$ cat src/rtl/addsub_arbiter_pkg.sv
// Shared types and constants for the two-requester add/sub arbiter.
package addsub_arbiter_pkg;

    localparam int WIDTH = 16;

    typedef enum logic [1:0] {
        IDLE = 2'd0,
        EXEC = 2'd1,
        RESP = 2'd2
    } state_t;

    typedef logic idx_t;

    typedef struct packed {
        logic [WIDTH-1:0] a;
        logic [WIDTH-1:0] b;
        logic             sub;
        logic             sign;
    } op_t;

endpackage

$ cat src/rtl/addsub_arbiter_if.sv
// One requester's request/response channel pair; master = requester side.
interface addsub_arbiter_if;
    import addsub_arbiter_pkg::*;

    logic             req_valid;
    logic             req_ready;
    logic [WIDTH-1:0] req_a;
    logic [WIDTH-1:0] req_b;
    logic             req_sub;
    logic             req_sign;
    logic             rsp_valid;
    logic             rsp_ready;
    logic [WIDTH-1:0] rsp_res;
    logic             rsp_ovf;

    modport master (
        output req_valid, req_a, req_b, req_sub, req_sign, rsp_ready,
        input  req_ready, rsp_valid, rsp_res, rsp_ovf
    );

    modport slave (
        input  req_valid, req_a, req_b, req_sub, req_sign, rsp_ready,
        output req_ready, rsp_valid, rsp_res, rsp_ovf
    );

endinterface

$ cat src/rtl/addsub_arbiter_cla.sv
// Shared 16-bit carry-lookahead add/sub with mode-correct overflow.
// Latency: combinational. Backpressure: none (pure datapath).
// Subtraction is a + ~b + 1; four 4-bit groups with a second lookahead level.
module cla_addsub16
    import addsub_arbiter_pkg::*;
(
    input  logic [WIDTH-1:0] a,
    input  logic [WIDTH-1:0] b,
    input  logic             sub,
    input  logic             sign,
    output logic [WIDTH-1:0] res,
    output logic             ovf
);

    logic [WIDTH-1:0] bb, g, p;
    logic [WIDTH:0]   c;
    logic [3:0]       gg, gp;
    logic [4:0]       gc;

    always_comb begin
        bb = b ^ {WIDTH{sub}};
        g  = a & bb;
        p  = a ^ bb;
        for (int k = 0; k < 4; k++) begin
            gg[k] = g[4*k+3] | (p[4*k+3] & g[4*k+2]) | (p[4*k+3] & p[4*k+2] & g[4*k+1])
                  | (p[4*k+3] & p[4*k+2] & p[4*k+1] & g[4*k]);
            gp[k] = &p[4*k +: 4];
        end
        gc[0] = sub;
        gc[1] = gg[0] | (gp[0] & gc[0]);
        gc[2] = gg[1] | (gp[1] & gg[0]) | (gp[1] & gp[0] & gc[0]);
        gc[3] = gg[2] | (gp[2] & gg[1]) | (gp[2] & gp[1] & gg[0]) | (gp[2] & gp[1] & gp[0] & gc[0]);
        gc[4] = gg[3] | (gp[3] & gc[3]);
        c = '0;
        for (int k = 0; k < 4; k++) begin
            c[4*k] = gc[k];
            for (int j = 0; j < 3; j++) begin
                c[4*k+j+1] = g[4*k+j] | (p[4*k+j] & c[4*k+j]);
            end
        end
        c[WIDTH] = gc[4];
        res = p ^ c[WIDTH-1:0];
        // Unsigned: carry for add, inverted carry (borrow) for sub.
        ovf = sign ? ((a[WIDTH-1] == bb[WIDTH-1]) && (res[WIDTH-1] != a[WIDTH-1]))
                   : (c[WIDTH] ^ sub);
    end

endmodule

$ cat src/rtl/addsub_arbiter.sv
// Round-robin arbiter sharing one add/sub unit between two requesters.
// Latency: response valid one edge after the EXEC cycle; 3 cycles min per op.
// Backpressure: holds in RESP until rsp_ready; both req_ready low outside IDLE.
module addsub_arbiter
    import addsub_arbiter_pkg::*;
(
    input  logic                  clk,
    input  logic                  rst_n,
    addsub_arbiter_if.slave       port0,
    addsub_arbiter_if.slave       port1,
    output logic                  busy
);

    state_t                  state, state_nxt;
    idx_t                    ptr, g;
    op_t                     op, op0, op1;
    logic [1:0]              vld, rdy, hs, rsp_rdy, rsp_vld, rsp_ovf;
    logic [1:0][WIDTH-1:0]   rsp_res;
    logic [WIDTH-1:0]        dp_res;
    logic                    dp_ovf;

    assign vld     = {port1.req_valid, port0.req_valid};
    assign rsp_rdy = {port1.rsp_ready, port0.rsp_ready};
    assign op0     = '{a: port0.req_a, b: port0.req_b, sub: port0.req_sub, sign: port0.req_sign};
    assign op1     = '{a: port1.req_a, b: port1.req_b, sub: port1.req_sub, sign: port1.req_sign};

    // Ready never looks at the requester's own valid, only at the competitor's.
    always_comb begin
        rdy[0] = (state == IDLE) && ((ptr == 1'b0) || !vld[1]);
        rdy[1] = (state == IDLE) && ((ptr == 1'b1) || !vld[0]);
        hs     = rdy & vld;
    end

    always_comb begin
        state_nxt = state;
        unique case (state)
            IDLE:    if (|hs) state_nxt = EXEC;
            EXEC:    state_nxt = RESP;
            RESP:    if (rsp_rdy[g]) state_nxt = IDLE;
            default: state_nxt = IDLE;
        endcase
    end

    always_ff @(posedge clk or negedge rst_n) begin
        if (!rst_n) begin
            state <= IDLE;
        end else begin
            state <= state_nxt;
        end
    end

    always_ff @(posedge clk or negedge rst_n) begin
        if (!rst_n) begin
            ptr     <= 1'b0;
            g       <= 1'b0;
            op      <= '0;
            rsp_vld <= '0;
            rsp_ovf <= '0;
            rsp_res <= '0;
        end else begin
            if (state == IDLE && |hs) begin
                g  <= hs[1];
                op <= hs[1] ? op1 : op0;
            end
            if (state == EXEC) begin
                rsp_res[g] <= dp_res;
                rsp_ovf[g] <= dp_ovf;
                rsp_vld[g] <= 1'b1;
            end
            if (state == RESP && rsp_rdy[g]) begin
                rsp_vld[g] <= 1'b0;
                ptr        <= ~g;
            end
        end
    end

    cla_addsub16 u_cla (
        .a    (op.a),
        .b    (op.b),
        .sub  (op.sub),
        .sign (op.sign),
        .res  (dp_res),
        .ovf  (dp_ovf)
    );

    assign busy            = (state != IDLE);
    assign port0.req_ready = rdy[0];
    assign port1.req_ready = rdy[1];
    assign port0.rsp_valid = rsp_vld[0];
    assign port1.rsp_valid = rsp_vld[1];
    assign port0.rsp_res   = rsp_res[0];
    assign port1.rsp_res   = rsp_res[1];
    assign port0.rsp_ovf   = rsp_ovf[0];
    assign port1.rsp_ovf   = rsp_ovf[1];

endmodule

$ cat src/flat_wrapper.sv
// flat-port wrapper written by rule: the top's interface ports become plain ports
module addsub_arbiter_flat import addsub_arbiter_pkg::*;
  (clk, rst_n, busy, port0_req_valid, port0_req_a, port0_req_b, port0_req_sub, port0_req_sign, port0_rsp_ready, port0_req_ready, port0_rsp_valid, port0_rsp_res, port0_rsp_ovf, port1_req_valid, port1_req_a, port1_req_b, port1_req_sub, port1_req_sign, port1_rsp_ready, port1_req_ready, port1_rsp_valid, port1_rsp_res, port1_rsp_ovf);
  addsub_arbiter_if port0_i ();
  addsub_arbiter_if port1_i ();
  input  logic clk;
  input  logic rst_n;
  output logic busy;
  input wire logic [$bits(port0_i.req_valid)-1:0] port0_req_valid;
  input wire logic [$bits(port0_i.req_a)-1:0] port0_req_a;
  input wire logic [$bits(port0_i.req_b)-1:0] port0_req_b;
  input wire logic [$bits(port0_i.req_sub)-1:0] port0_req_sub;
  input wire logic [$bits(port0_i.req_sign)-1:0] port0_req_sign;
  input wire logic [$bits(port0_i.rsp_ready)-1:0] port0_rsp_ready;
  output wire logic [$bits(port0_i.req_ready)-1:0] port0_req_ready;
  output wire logic [$bits(port0_i.rsp_valid)-1:0] port0_rsp_valid;
  output wire logic [$bits(port0_i.rsp_res)-1:0] port0_rsp_res;
  output wire logic [$bits(port0_i.rsp_ovf)-1:0] port0_rsp_ovf;
  input wire logic [$bits(port1_i.req_valid)-1:0] port1_req_valid;
  input wire logic [$bits(port1_i.req_a)-1:0] port1_req_a;
  input wire logic [$bits(port1_i.req_b)-1:0] port1_req_b;
  input wire logic [$bits(port1_i.req_sub)-1:0] port1_req_sub;
  input wire logic [$bits(port1_i.req_sign)-1:0] port1_req_sign;
  input wire logic [$bits(port1_i.rsp_ready)-1:0] port1_rsp_ready;
  output wire logic [$bits(port1_i.req_ready)-1:0] port1_req_ready;
  output wire logic [$bits(port1_i.rsp_valid)-1:0] port1_rsp_valid;
  output wire logic [$bits(port1_i.rsp_res)-1:0] port1_rsp_res;
  output wire logic [$bits(port1_i.rsp_ovf)-1:0] port1_rsp_ovf;
  assign port0_i.req_valid = port0_req_valid;
  assign port0_i.req_a = port0_req_a;
  assign port0_i.req_b = port0_req_b;
  assign port0_i.req_sub = port0_req_sub;
  assign port0_i.req_sign = port0_req_sign;
  assign port0_i.rsp_ready = port0_rsp_ready;
  assign port0_req_ready = port0_i.req_ready;
  assign port0_rsp_valid = port0_i.rsp_valid;
  assign port0_rsp_res = port0_i.rsp_res;
  assign port0_rsp_ovf = port0_i.rsp_ovf;
  assign port1_i.req_valid = port1_req_valid;
  assign port1_i.req_a = port1_req_a;
  assign port1_i.req_b = port1_req_b;
  assign port1_i.req_sub = port1_req_sub;
  assign port1_i.req_sign = port1_req_sign;
  assign port1_i.rsp_ready = port1_rsp_ready;
  assign port1_req_ready = port1_i.req_ready;
  assign port1_rsp_valid = port1_i.rsp_valid;
  assign port1_rsp_res = port1_i.rsp_res;
  assign port1_rsp_ovf = port1_i.rsp_ovf;
  addsub_arbiter u_core (.clk(clk), .rst_n(rst_n), .port0(port0_i), .port1(port1_i), .busy(busy));
endmodule
$ cat config.mk
export PLATFORM = sky130hd
export DESIGN_NAME = addsub_arbiter_flat
export DESIGN_NICKNAME = d
export VERILOG_FILES = /design/src/rtl/addsub_arbiter_pkg.sv /design/src/rtl/addsub_arbiter_if.sv /design/src/rtl/addsub_arbiter_cla.sv /design/src/rtl/addsub_arbiter.sv /design/src/flat_wrapper.sv
export SDC_FILE = /design/constraint.sdc
export NUM_CORES = 1
export LEC_CHECK = 0
export BUFFER_PORTS_ARGS = -buffer_cell sky130_fd_sc_hd__buf_2
export CORE_UTILIZATION = 35
export CTS_CLUSTER_DIAMETER = 80
export DETAILED_ROUTE_END_ITERATION = 8
export PLACE_DENSITY = 0.69
export SETUP_SLACK_MARGIN = 0.15
export SYNTH_ARGS = -nofsm -noshare
export SYNTH_HDL_FRONTEND = slang
export SYNTH_SLANG_ARGS = --single-unit
export TNS_END_PERCENT = 1
$ cat constraint.sdc
create_clock -name clk -period 3.6 [get_ports clk]
set_input_delay 0.72 -clock clk [delete_from_list [all_inputs] [get_ports clk]]
set_output_delay 0.72 -clock clk [all_outputs]
set_load 0.005 [all_outputs]
==> results of run 1 <==
[cell families (layout without fill, tap and decap cells)]
| kind of cell | Yosys count | in the layout | synth area share (%) |
|---|---|---|---|
| AO/OA/AOI/OAI | 87 | 87 | 12.10 |
| XOR/XNOR | 22 | 22 | 4.892 |
| adder cells (fa/ha/maj) | 27 | 27 | 10.67 |
| buffers and inverters | 44 | 173 | 4.638 |
| flip-flops | 74 | 74 | 47.01 |
| multiplexers | 44 | 44 | 11.37 |
| AND/OR/NAND/NOR | 91 | 91 | 9.308 |
[cells in the mapped netlist]
cell / instances / area, µm²
nor3_1: 1 / 5.000
nor3b_1: 1 / 7.510
ha_1: 16 / 200.2
o22ai_1: 1 / 6.260
inv_1: 24 / 90.09
a211oi_1: 1 / 7.510
nor2_1: 45 / 168.9
mux2i_1: 38 / 380.4
nor4_1: 1 / 6.260
xnor2_1: 4 / 35.03
nand2_2: 1 / 6.260
o21ai_0: 29 / 145.1
mux2_2: 6 / 67.56
clkbuf_1: 12 / 45.04
a311oi_2: 1 / 15.01
o41ai_1: 2 / 17.52
inv_2: 1 / 3.750
dfrtp_1: 74 / 1852
a21oi_2: 1 / 8.760
buf_2: 2 / 10.01
xor2_1: 18 / 157.7
nand2_1: 33 / 123.9
nor2_2: 1 / 6.260
a211o_1: 1 / 8.760
o22ai_2: 1 / 12.51
nand3_1: 6 / 30.03
a21oi_1: 46 / 230.2
and3_1: 1 / 6.260
buf_1: 1 / 3.750
a21o_1: 1 / 7.510
fa_1: 11 / 220.2
o21ai_1: 2 / 10.01
buf_4: 4 / 30.03
nand4_1: 1 / 6.260
o21a_1: 1 / 7.510
[layout make-up]
type	count	area (µm²)	share of cell area [%]
Multi-Input combinational cell	271	1966	39.21
Sequential cell	74	1853	36.96
Timing Repair Buffer	132	747.0	14.90
Tap cell	140	175.2	3.494
Clock buffer	9	123.9	2.471
Inverter	25	93.84	1.872
Clock inverter	7	55.05	1.098
[flip-flops by register name (all words and copies together) (netlist names), named ones only]
name and flops:
u_core.port1.rsp_res 16, u_core.rsp_ovf 2, u_core.port0.rsp_res 16, u_core.ptr 1, u_core.g 1, u_core.state 2, u_core.op 34
[per-stage QoR]
step | power (mW) | hold WS, ps | utilization (%)
after floorplan | 3.802 | 424.4 | -
after global placement | 4.690 | 455.1 | 42.99
after detailed placement | 4.870 | 465.7 | 42.99
after CTS | 5.573 | 484.3 | 44.99
after global routing | 6.279 | 511.4 | 46.05
final | 5.702 | 480.1 | 46.05
[worst min path at each step]
stage	slack [ps]	end	start	cells past startpoint
2_1_floorplan	420	async pin	rst_n	0
3_3_place_gp	460	u_core.port1.rsp_res[14]$_DFFE_PN0P_	u_core.port1.rsp_res[14]$_DFFE_PN0P_	2
3_5_place_dp	470	u_core.port0.rsp_res[3]$_DFFE_PN0P_	u_core.port0.rsp_res[3]$_DFFE_PN0P_	2
4_1_cts	480	u_core.port0.rsp_res[3]$_DFFE_PN0P_	u_core.port0.rsp_res[3]$_DFFE_PN0P_	2
5_1_grt	510	u_core.port1.rsp_res[11]$_DFFE_PN0P_	u_core.port1.rsp_res[11]$_DFFE_PN0P_	2
6_report	480	u_core.port0.rsp_res[14]$_DFFE_PN0P_	u_core.port0.rsp_res[14]$_DFFE_PN0P_	2
[metal layers]
metal | vias to the layer above | global-route usage [%] | routed length, µm | part of all wire, %
met5 | - | 0 | 0 | 0
met4 | 0 | 8.121 | 204 | 2.3
met3 | 13 | 2.291 | 344 | 3.9
met2 | 77 | 22.93 | 4006 | 46
met1 | 1441 | 21.48 | 4244 | 48
li1 | 1559 | - | - | -
[critical path: stages (launching register included)]
cell	delay, ps
dfrtp_2	440
buf_6	150
xor2_2	160
ha_1	320
nand3_1	100
o22ai_2	200
nor2_4	80
a311oi_2	260
nor2_1	110
fa_2	340
fa_2	350
fa_2	360
xor2_1	160
nor3b_2	220
mux2i_1	120
o41ai_2	70
[placed cells by master, fill, tap and decap left out, types with 2 or more instances in the layout]
master      Yosys  layout
xor2_1         18      16
buf_4           4      18
xor2_2          0       2
mux2_2          6       6
fa_2            0       4
clkinv_4        0       3
nor2_1         45      42
nand2_1        33      33
clkinvlp_4      0       2
nor2_4          0       2
nor2_2          1       2
inv_1          24      24
clkbuf_8        0       9
o21ai_0        29      29
nand3_1         6       6
a21oi_1        46      46
ha_1           16      16
dfrtp_1        74      73
mux2i_1        38      38
fa_1           11       7
o22ai_2         1       2
xnor2_1         4       4
buf_2           2     111
o21ai_1         2       2
[what timing repair did]
action                     4_1_cts  5_1_grt
setup endpoints to repair        2        6
pin swaps                        8        8
cloned                           0        1
resized for setup                2        7
setup buffers                    4        8
[power by group through the flow]
stage | registers (mW) | clock network (mW) | logic, mW
after floorplan | 1.49 | 0 | 2.31
after global placement | 1.53 | 0 | 3.16
after detailed placement | 1.55 | 0 | 3.32
after CTS | 1.53 | 0.608 | 3.44
after global routing | 1.58 | 0.636 | 4.06
final | 1.53 | 0.586 | 3.59
==> summary.txt, run 1 <==
Clk pwr share - 10.3%
End of the critical path - u_core.rsp_ovf[1]$_DFFE_PN0P_
Vias - 3090
Hold Path Class - reg2reg
Final critical-path required period - 3525 ps
Mapped Avg Cell Area - 10.13 µm²
Fin. Hold Viols - 0
Total wire length - 8799 µm
Slew headroom - 32.06%
Core ar. - 0.01089 mm²
Die Wd - 108.1 µm
Post-route cell area - 0.005014 mm²
Fin crit share - 97.93%
Setup crit end kind - flip-flop
Sequential share of power - 26.8%
Combinational group share of total power - 62.9%
Setup violators final - 0
CTS tree - yes
Synthesized area - 0.003939 mm²
Worst skew pair latency - 350 ps
Fin worst setup slack - 74.57 ps
Layout cell share with drive strength beyond 1 - 33.40%
# DRC - 0
Number of hold buffers added after cts - 0
Pre-antenna DRT Iters - 4
CP Launch Type - flip-flop
Switching share of power - 44.99%
Fin cells - 658
Slew Viols, Final - 0
First-pass GRT wire length - 13740 µm
Fmax - 283.7 MHz
Synth Net Count - 490
Root Buffer - clkbuf_8
Routed vias/inst - 4.696
Clock Sinks - 74
Max Clock Skew - 7.464 ps
Sw power - 2.565 mW
Pwr dens - 1137 mW/mm²
Crit path kind - reg2reg
IO Port Bufs - 112
Worst-path clk slew - 90 ps
Total negative slack - 0 ps
Max Cap Viol - 0
Fin nets - 614
Site Rows - 38
R2r setup slk - 70 ps
Area grow syn2layout - 27.29%
Leakage - 2.626 nW
Synth Instances - 389
Vias in the first global route - 2867
Gr usage total - 15.37%
Worst R2R Path Depth - 15
I/O pin cnt - 113
Seq/Total Area, Yosys - 47.01%
Crit Path Max Fanout - 6
Routability cong. - 0.7843
#FFs+latches synth - 74
RSZ-0062 raised after global routing - yes
Filler cells - 1031
Initial antenna violation count - 0
CTS buffer count - 9
Synthesis Warnings - 0
Initial core utilization - 36.18%
Chip height - 108.1 µm
H-tree depth - 3
Post-Place Setup Slack - 88.02 ps
Worst setup path start - u_core.op[1]$_DFFE_PN0P_
DP HPWL - 6557 µm
DRT antenna net count - 0
Dpl cells - 629
Clk buf depth - 2
Placed instance area - 0.004681 mm²
Reg-to-Reg Start - u_core.op[1]$_DFFE_PN0P_
Cell Int Power - 3.137 mW
Required @ worst endpoint - 3850 ps
Post-synthesis cell type count - 35
VDD IR max - 0.3672 mV
Ant. Diodes - 0
Worst r2r dst - u_core.rsp_ovf[1]$_DFFE_PN0P_
Largest net degree at the start of global routing - 75
Pin slew with the least headroom to its limit - 1015 ps
Arr. time, crit path - 3770 ps
Routed len/inst - 13.37 µm
Grt ovf - 0
1st-iter DRT viols - 79
Run status - finished clean
Die ar. - 0.01168 mm²
No activity file was read; power rests on OpenSTA's default activity.
==> inputs of run 2 (changes only) <==
--- a/config.mk
+++ b/config.mk
@@ -6,11 +6,12 @@
 export NUM_CORES = 1
 export LEC_CHECK = 0
 export BUFFER_PORTS_ARGS = -buffer_cell sky130_fd_sc_hd__buf_2
-export CORE_UTILIZATION = 35
+export CORE_ASPECT_RATIO = 1.75
+export CORE_UTILIZATION = 47
 export CTS_CLUSTER_DIAMETER = 80
 export DETAILED_ROUTE_END_ITERATION = 8
-export PLACE_DENSITY = 0.69
-export SETUP_SLACK_MARGIN = 0.15
+export PLACE_DENSITY = 0.85
+export SETUP_SLACK_MARGIN = 0.3
 export SYNTH_ARGS = -nofsm -noshare
 export SYNTH_HDL_FRONTEND = slang
 export SYNTH_SLANG_ARGS = --single-unit
==> summary.txt, run 2 (same netlist as run 1, synthesis figures left out) <==
Hold Crit Start - u_core.port0.rsp_res[14]$_DFFE_PN0P_
Root Buffer - clkbuf_16
Depth of the worst hold-timing path - 2 (unchanged)
Cell Int Power - 3.382 mW (+7.8%)
Failing checks - design-rule violations, negative setup slack
Fin nets - 604 (-1.6%)
Pwr dens - 1178 mW/mm² (+3.5%)
Fin crit share - 100.1% (+2.2 points)
Initial core utilization - 49.13% (+13 points)
Worst Hold Path EP - u_core.port0.rsp_res[14]$_DFFE_PN0P_
Arr. time, crit path - 3820 ps (+50 ps)
Core ar. - 0.008016 mm² (-26%)
Final critical-path required period - 3605 ps (+79.97 ps)
CTS tree - yes
Worst R2R Path Depth - 15 (unchanged)
Commonest non-fill, non-tap cells in the layout - 111 x buf_2, 74 x dfrtp_1, 46 x a21oi_1
Number of hold buffers added after cts - 0 (unchanged)
H-tree depth - 3 (unchanged)
RSZ-0062 raised after global routing - yes
Switching share of power - 42.35% (-2.6 points)
Site Rows - 43 (+13%)
Reg-to-Reg Start - u_core.op[1]$_DFFE_PN0P_
Total wire length - 8583 µm (-2.5%)
Setup violators final - 1 (+1)
I/O pin cnt - 113 (unchanged)
Pre-antenna DRT Iters - 6 (+2)
R2r setup slk - -5 ps (-80 ps)
Chip height - 123.1 µm (+14%)
Layout cell share with drive strength beyond 1 - 31.30% (-2.1 points)
Fin cells - 598 (-9.1%)
1st-iter DRT viols - 186 (+140%)
Hold Path Class - reg2reg
Largest regs - u_core.op (34), u_core.port0.rsp_res (16), u_core.port1.rsp_res (16)
Post-Place Setup Slack - 24.11 ps (-63.91 ps)
Required @ worst endpoint - 3810 ps (-40 ps)
Ant. Diodes - 0 (unchanged)
Setup crit end kind - flip-flop
Sequential share of power - 26.3% (-0.5 points)
Run status - finished, violations left
Combinational group share of total power - 57.6% (-5.3 points)
Placed instance area - 0.004596 mm² (-1.8%)
Vias - 3160 (+2.3%)
Worst skew pair latency - 330 ps (-20 ps)
Clk pwr share - 16.2% (+5.9 points)
Dpl cells - 576 (-8.4%)
First-pass GRT wire length - 13960 µm (+1.6%)
Crit Path Max Fanout - 6 (unchanged)
Total negative slack - -5.399 ps (-5.399 ps)
DP HPWL - 6280 µm (-4.2%)
Max Cap Viol - 0 (unchanged)
Crit path kind - reg2reg
Max reg flops - 34 (unchanged)
CTS buffer count - 9 (unchanged)
VDD IR max - 0.4538 mV (+24%)
Fin. Hold Viols - 0 (unchanged)
Worst r2r dst - u_core.rsp_ovf[1]$_DFFE_PN0P_
Routed len/inst - 14.35 µm (+7.3%)
Slew Viols, Final - 0 (unchanged)
Fmax - 277.4 MHz (-2.2%)
Hold_ws - 470.1 ps (-9.988 ps)
Leakage - 2.631 nW (+0.18%)
Sw power - 2.485 mW (-3.1%)
Routed vias/inst - 5.284 (+13%)
IO Port Bufs - 112 (unchanged)
Grt ovf - 0 (unchanged)
# DRC - 7 (+7)
Die Wd - 71.20 µm (-34%)
Slew headroom - 25.10% (-7.0 points)
Vias in the first global route - 3112 (+8.5%)
Worst-path clk slew - 60 ps (-30 ps)
Area grow syn2layout - 26.49%
Commonest non-fill, non-tap cell in the layout - buf_2
Die ar. - 0.008765 mm² (-25%)
Pin slew with the least headroom to its limit - 1120 ps (+104.9 ps)
Post-route cell area - 0.004982 mm² (-0.62%)
Clk buf depth - 2 (unchanged)
Largest net degree at the start of global routing - 75 (unchanged)
Routability cong. - 0.8312 (+6.0%)
Biggest register - u_core.op
Gr usage total - 20.84% (+5.5 points)
CP Launch Type - flip-flop
DRT antenna net count - 0 (unchanged)
Fin worst setup slack - -5.399 ps (-79.97 ps)
Initial antenna violation count - 0 (unchanged)
Clock Sinks - 74 (unchanged)
Max Clock Skew - 6.311 ps (-1.152 ps)
[run 2: layout make-up]
cell class | instances | area, µm²
multi-input cells | 271 | 1949
clock inverters | 5 | 77.57
repair buffers | 122 | 654.4
inverters | 25 | 93.84
fillers | 607 | 3034
flip-flops and latches | 74 | 1852
well taps | 90 | 112.6
clock buffers | 11 | 242.7
[run 2: critical path: stages, from the launching register on]
cell and delay (ps):
dfrtp_1 410, buf_6 150, xor2_1 180, ha_1 330, a21oi_2 70, o22ai_2 210, nor2_4 80, a311oi_2 300
nor2_1 90, fa_2 360, fa_2 360, fa_2 370, xor2_1 160, nor3b_2 190, mux2i_1 110, o41ai_1 110
[run 2: repair_timing]
item,in CTS,in global routing
resized for setup,2,4
setup buffers,4,2
endpoints found under the setup margin,8,10
pin swaps,7,4
[run 2: power by group through the flow]
stage | clock network, mW | logic (mW) | registers (mW)
final | 0.948 | 3.38 | 1.54
after global routing | 1.00 | 3.80 | 1.59
after CTS | 0.964 | 3.33 | 1.53
after detailed placement | 0 | 3.19 | 1.54
after global placement | 0 | 2.96 | 1.52
after floorplan | 0 | 2.31 | 1.49
[run 2: worst max-delay path by stage]
| stage | start | end | slack [ps] |
|---|---|---|---|
| detailed placement | u_core.op[1]$_DFFE_PN0P_ | u_core.rsp_ovf[1]$_DFFE_PN0P_ | 20 |
| CTS | u_core.op[1]$_DFFE_PN0P_ | u_core.rsp_ovf[1]$_DFFE_PN0P_ | 6 |
| global placement | u_core.op[1]$_DFFE_PN0P_ | u_core.rsp_ovf[1]$_DFFE_PN0P_ | 130 |
| global route | u_core.op[1]$_DFFE_PN0P_ | u_core.rsp_ovf[1]$_DFFE_PN0P_ | -120 |
| floorplan | u_core.op[1]$_DFFE_PN0P_ | u_core.rsp_ovf[0]$_DFFE_PN0P_ | 110 |
| finish | u_core.op[1]$_DFFE_PN0P_ | u_core.rsp_ovf[1]$_DFFE_PN0P_ | -5 |
[run 2: per-layer routing]
layer  vias to the layer above  part of all wire, %  global-route usage [%]
met5                         -                    0                       0
met4                         0                  2.6                   9.500
met3                        17                  3.3                   4.564
met2                        84                   55                   37.68
met1                      1518                   40                   23.07
li1                       1541                    -                       -
[run 2: metrics by stage]
step	power (mW)	utilization, %
detailed placement	4.735	57.33
global placement	4.483	57.33
floorplan	3.802	-
finish	5.867	62.15
CTS	5.829	61.81
global route	6.395	62.15
==> inputs of run 3 (changes only) <==
--- a/config.mk
+++ b/config.mk
@@ -12,6 +12,7 @@
 export DETAILED_ROUTE_END_ITERATION = 8
 export PLACE_DENSITY = 0.85
 export SETUP_SLACK_MARGIN = 0.3
+export SKIP_LAST_GASP = 1
 export SYNTH_ARGS = -nofsm -noshare
 export SYNTH_HDL_FRONTEND = slang
 export SYNTH_SLANG_ARGS = --single-unit
==> summary.txt, run 3 (same netlist as run 1, synthesis figures left out) <==
Required @ worst endpoint - 3810 ps (about the same)
Total negative slack - -4.332 ps (+1.067 ps)
Total power - 5.836 mW (-0.53%)
Crit path kind - reg2reg
Total wire length - 8537 µm (-0.54%)
Filler cells - 612 (+0.82%)
Worst skew pair latency - 330 ps (about the same)
# DRC - 7 (unchanged)
Worst-path clk slew - 60 ps (about the same)
Die Wd - 71.20 µm (unchanged)
Hold Path Class - reg2reg
Pre-antenna DRT Iters - 7 (+1)
Worst Hold Path EP - u_core.port0.rsp_res[14]$_DFFE_PN0P_
Vias - 3184 (+0.76%)
Gr usage total - 20.84% (unchanged)
Max Clock Skew - 5.600 ps (-0.7114 ps)
Arr. time, crit path - 3820 ps (about the same)
Commonest non-fill, non-tap cell in the layout - buf_2
Max reg flops - 34 (unchanged)
Clk buf depth - 2 (unchanged)
Grt ovf - 0 (unchanged)
Leakage - 2.632 nW (about the same)
Worst R2R Path Depth - 15 (unchanged)
VDD IR max - 0.4527 mV (-0.23%)
CTS buffer count - 9 (unchanged)
Routed vias/inst - 5.324 (+0.76%)
Vias in the first global route - 3112 (unchanged)
Routed len/inst - 14.28 µm (-0.54%)
Die ar. - 0.008765 mm² (unchanged)
Largest regs - u_core.op (34), u_core.port0.rsp_res (16), u_core.port1.rsp_res (16)
Run status - finished, violations left
Final critical-path required period - 3604 ps (-1.067 ps)
Reg-to-Reg Start - u_core.op[1]$_DFFE_PN0P_
Site Rows - 43 (unchanged)
1st-iter DRT viols - 173 (-7.0%)
DP HPWL - 6280 µm (unchanged)
Slew Viols, Final - 0 (unchanged)
Chip height - 123.1 µm (unchanged)
Initial core utilization - 49.13% (unchanged)
Seq. cell area - 0.001852 mm² (unchanged)
H-tree depth - 3 (unchanged)
Initial antenna violation count - 0 (unchanged)
Post-route cell area - 0.004970 mm² (-0.25%)
Slew headroom - 26.20% (+1.1 points)
Biggest register - u_core.op
Fin worst setup slack - -4.332 ps (+1.067 ps)
Pin slew with the least headroom to its limit - 1104 ps (-16.45 ps)
First-pass GRT wire length - 13960 µm (unchanged)
Setup crit end kind - flip-flop
Setup violators final - 1 (unchanged)
Root Buffer - clkbuf_16
Largest net degree at the start of global routing - 75 (unchanged)
Clock Sinks - 74 (unchanged)
Area of the multi-input gates - 0.001937 mm² (-0.64%)
Fin cells - 598 (unchanged)
Core ar. - 0.008016 mm² (unchanged)
Crit Path Max Fanout - 6 (unchanged)
Ant. Diodes - 0 (unchanged)
I/O pin cnt - 113 (unchanged)
Pwr dens - 1174 mW/mm² (-0.28%)
Worst r2r dst - u_core.rsp_ovf[1]$_DFFE_PN0P_
R2r setup slk - -4 ps (about the same)
Failing checks - design-rule violations, negative setup slack
Fin crit share - 100.1% (about the same)
Hold Crit Start - u_core.port0.rsp_res[14]$_DFFE_PN0P_
Layout cell share with drive strength beyond 1 - 30.51% (-0.79 points)
IO Port Bufs - 112 (unchanged)
Fmax - 277.4 MHz (about the same)
CTS tree - yes
RSZ-0062 raised after global routing - yes
Fin. Hold Viols - 0 (unchanged)
CP Launch Type - flip-flop
Area grow syn2layout - 26.18%
DRT antenna net count - 0 (unchanged)
Dpl cells - 576 (unchanged)
Commonest non-fill, non-tap cells in the layout - 111 x buf_2, 74 x dfrtp_1, 46 x a21oi_1
Max Cap Viol - 0 (unchanged)
Routability cong. - 0.8312 (unchanged)
Worst setup path start - u_core.op[1]$_DFFE_PN0P_
Number of hold buffers added after cts - 0 (unchanged)
Fin nets - 604 (unchanged)
Hold_ws - 470.1 ps (-0.02500 ps)
Depth of the worst hold-timing path - 2 (unchanged)
Placed instance area - 0.004596 mm² (unchanged)
## run 3: cell counts in the layout (fill, tap and decap cells not counted)
No cell type changed its count.
## run 3: metal layers
layer	wire, µm	up-vias	track usage [%]
met5	0	-	0
met4	227	0	9.500
met3	308	18	4.564
li1	-	1540	-
met2	4654	99	37.68
met1	3347	1527	23.07
## run 3: worst max-delay path by stage
stage / end / slack (ps) / depth (start not counted)
after floorplan: u_core.rsp_ovf[0]$_DFFE_PN0P_ / 110 / 17
after global placement: u_core.rsp_ovf[1]$_DFFE_PN0P_ / 130 / 15
after detailed placement: u_core.rsp_ovf[1]$_DFFE_PN0P_ / 20 / 15
after CTS: u_core.rsp_ovf[1]$_DFFE_PN0P_ / 6 / 15
after global routing: u_core.rsp_ovf[1]$_DFFE_PN0P_ / -120 / 15
final: u_core.rsp_ovf[1]$_DFFE_PN0P_ / -4 / 15
## run 3: layout make-up
class                           instances  area share (%)
Clock buffer                           11           4.884
Clock inverter                          5           1.561
Inverter                               25           1.888
Multi-Input combinational cell        271           38.97
Sequential cell                        74           37.26
Tap cell                               90           2.266
Timing Repair Buffer                  122           13.17
## run 3: repair_timing
action                     CTS  global route
setup endpoints to repair    8            10
buffers inserted             4             2
resized for setup            2             0
pin swaps                    7             3
## run 3: metrics by stage
| step | utilization (%) | setup slack, ps |
|---|---|---|
| 6_report | 61.99 | -4.332 |
| 4_1_cts | 61.81 | 6.305 |
| 2_1_floorplan | - | 108.9 |
| 3_3_place_gp | 57.33 | 130.4 |
| 3_5_place_dp | 57.33 | 24.11 |
| 5_1_grt | 61.99 | -122.8 |
## run 3: worst max-delay path: stages, from the launching register on
cell and delay (ps):
dfrtp_1 410, buf_6 150, xor2_1 180, ha_1 330, a21oi_2 70, o22ai_2 210
nor2_4 80, a311oi_2 300, nor2_1 90, fa_2 360, fa_2 360, fa_2 370
xor2_1 160, nor3b_2 190, mux2i_1 110, o41ai_1 100
## run 3: power by group
part           leakage, nW  switching, mW  internal (mW)
logic                 1.60           1.86           1.50
registers            0.873          0.292           1.25
clock network        0.156          0.324          0.622
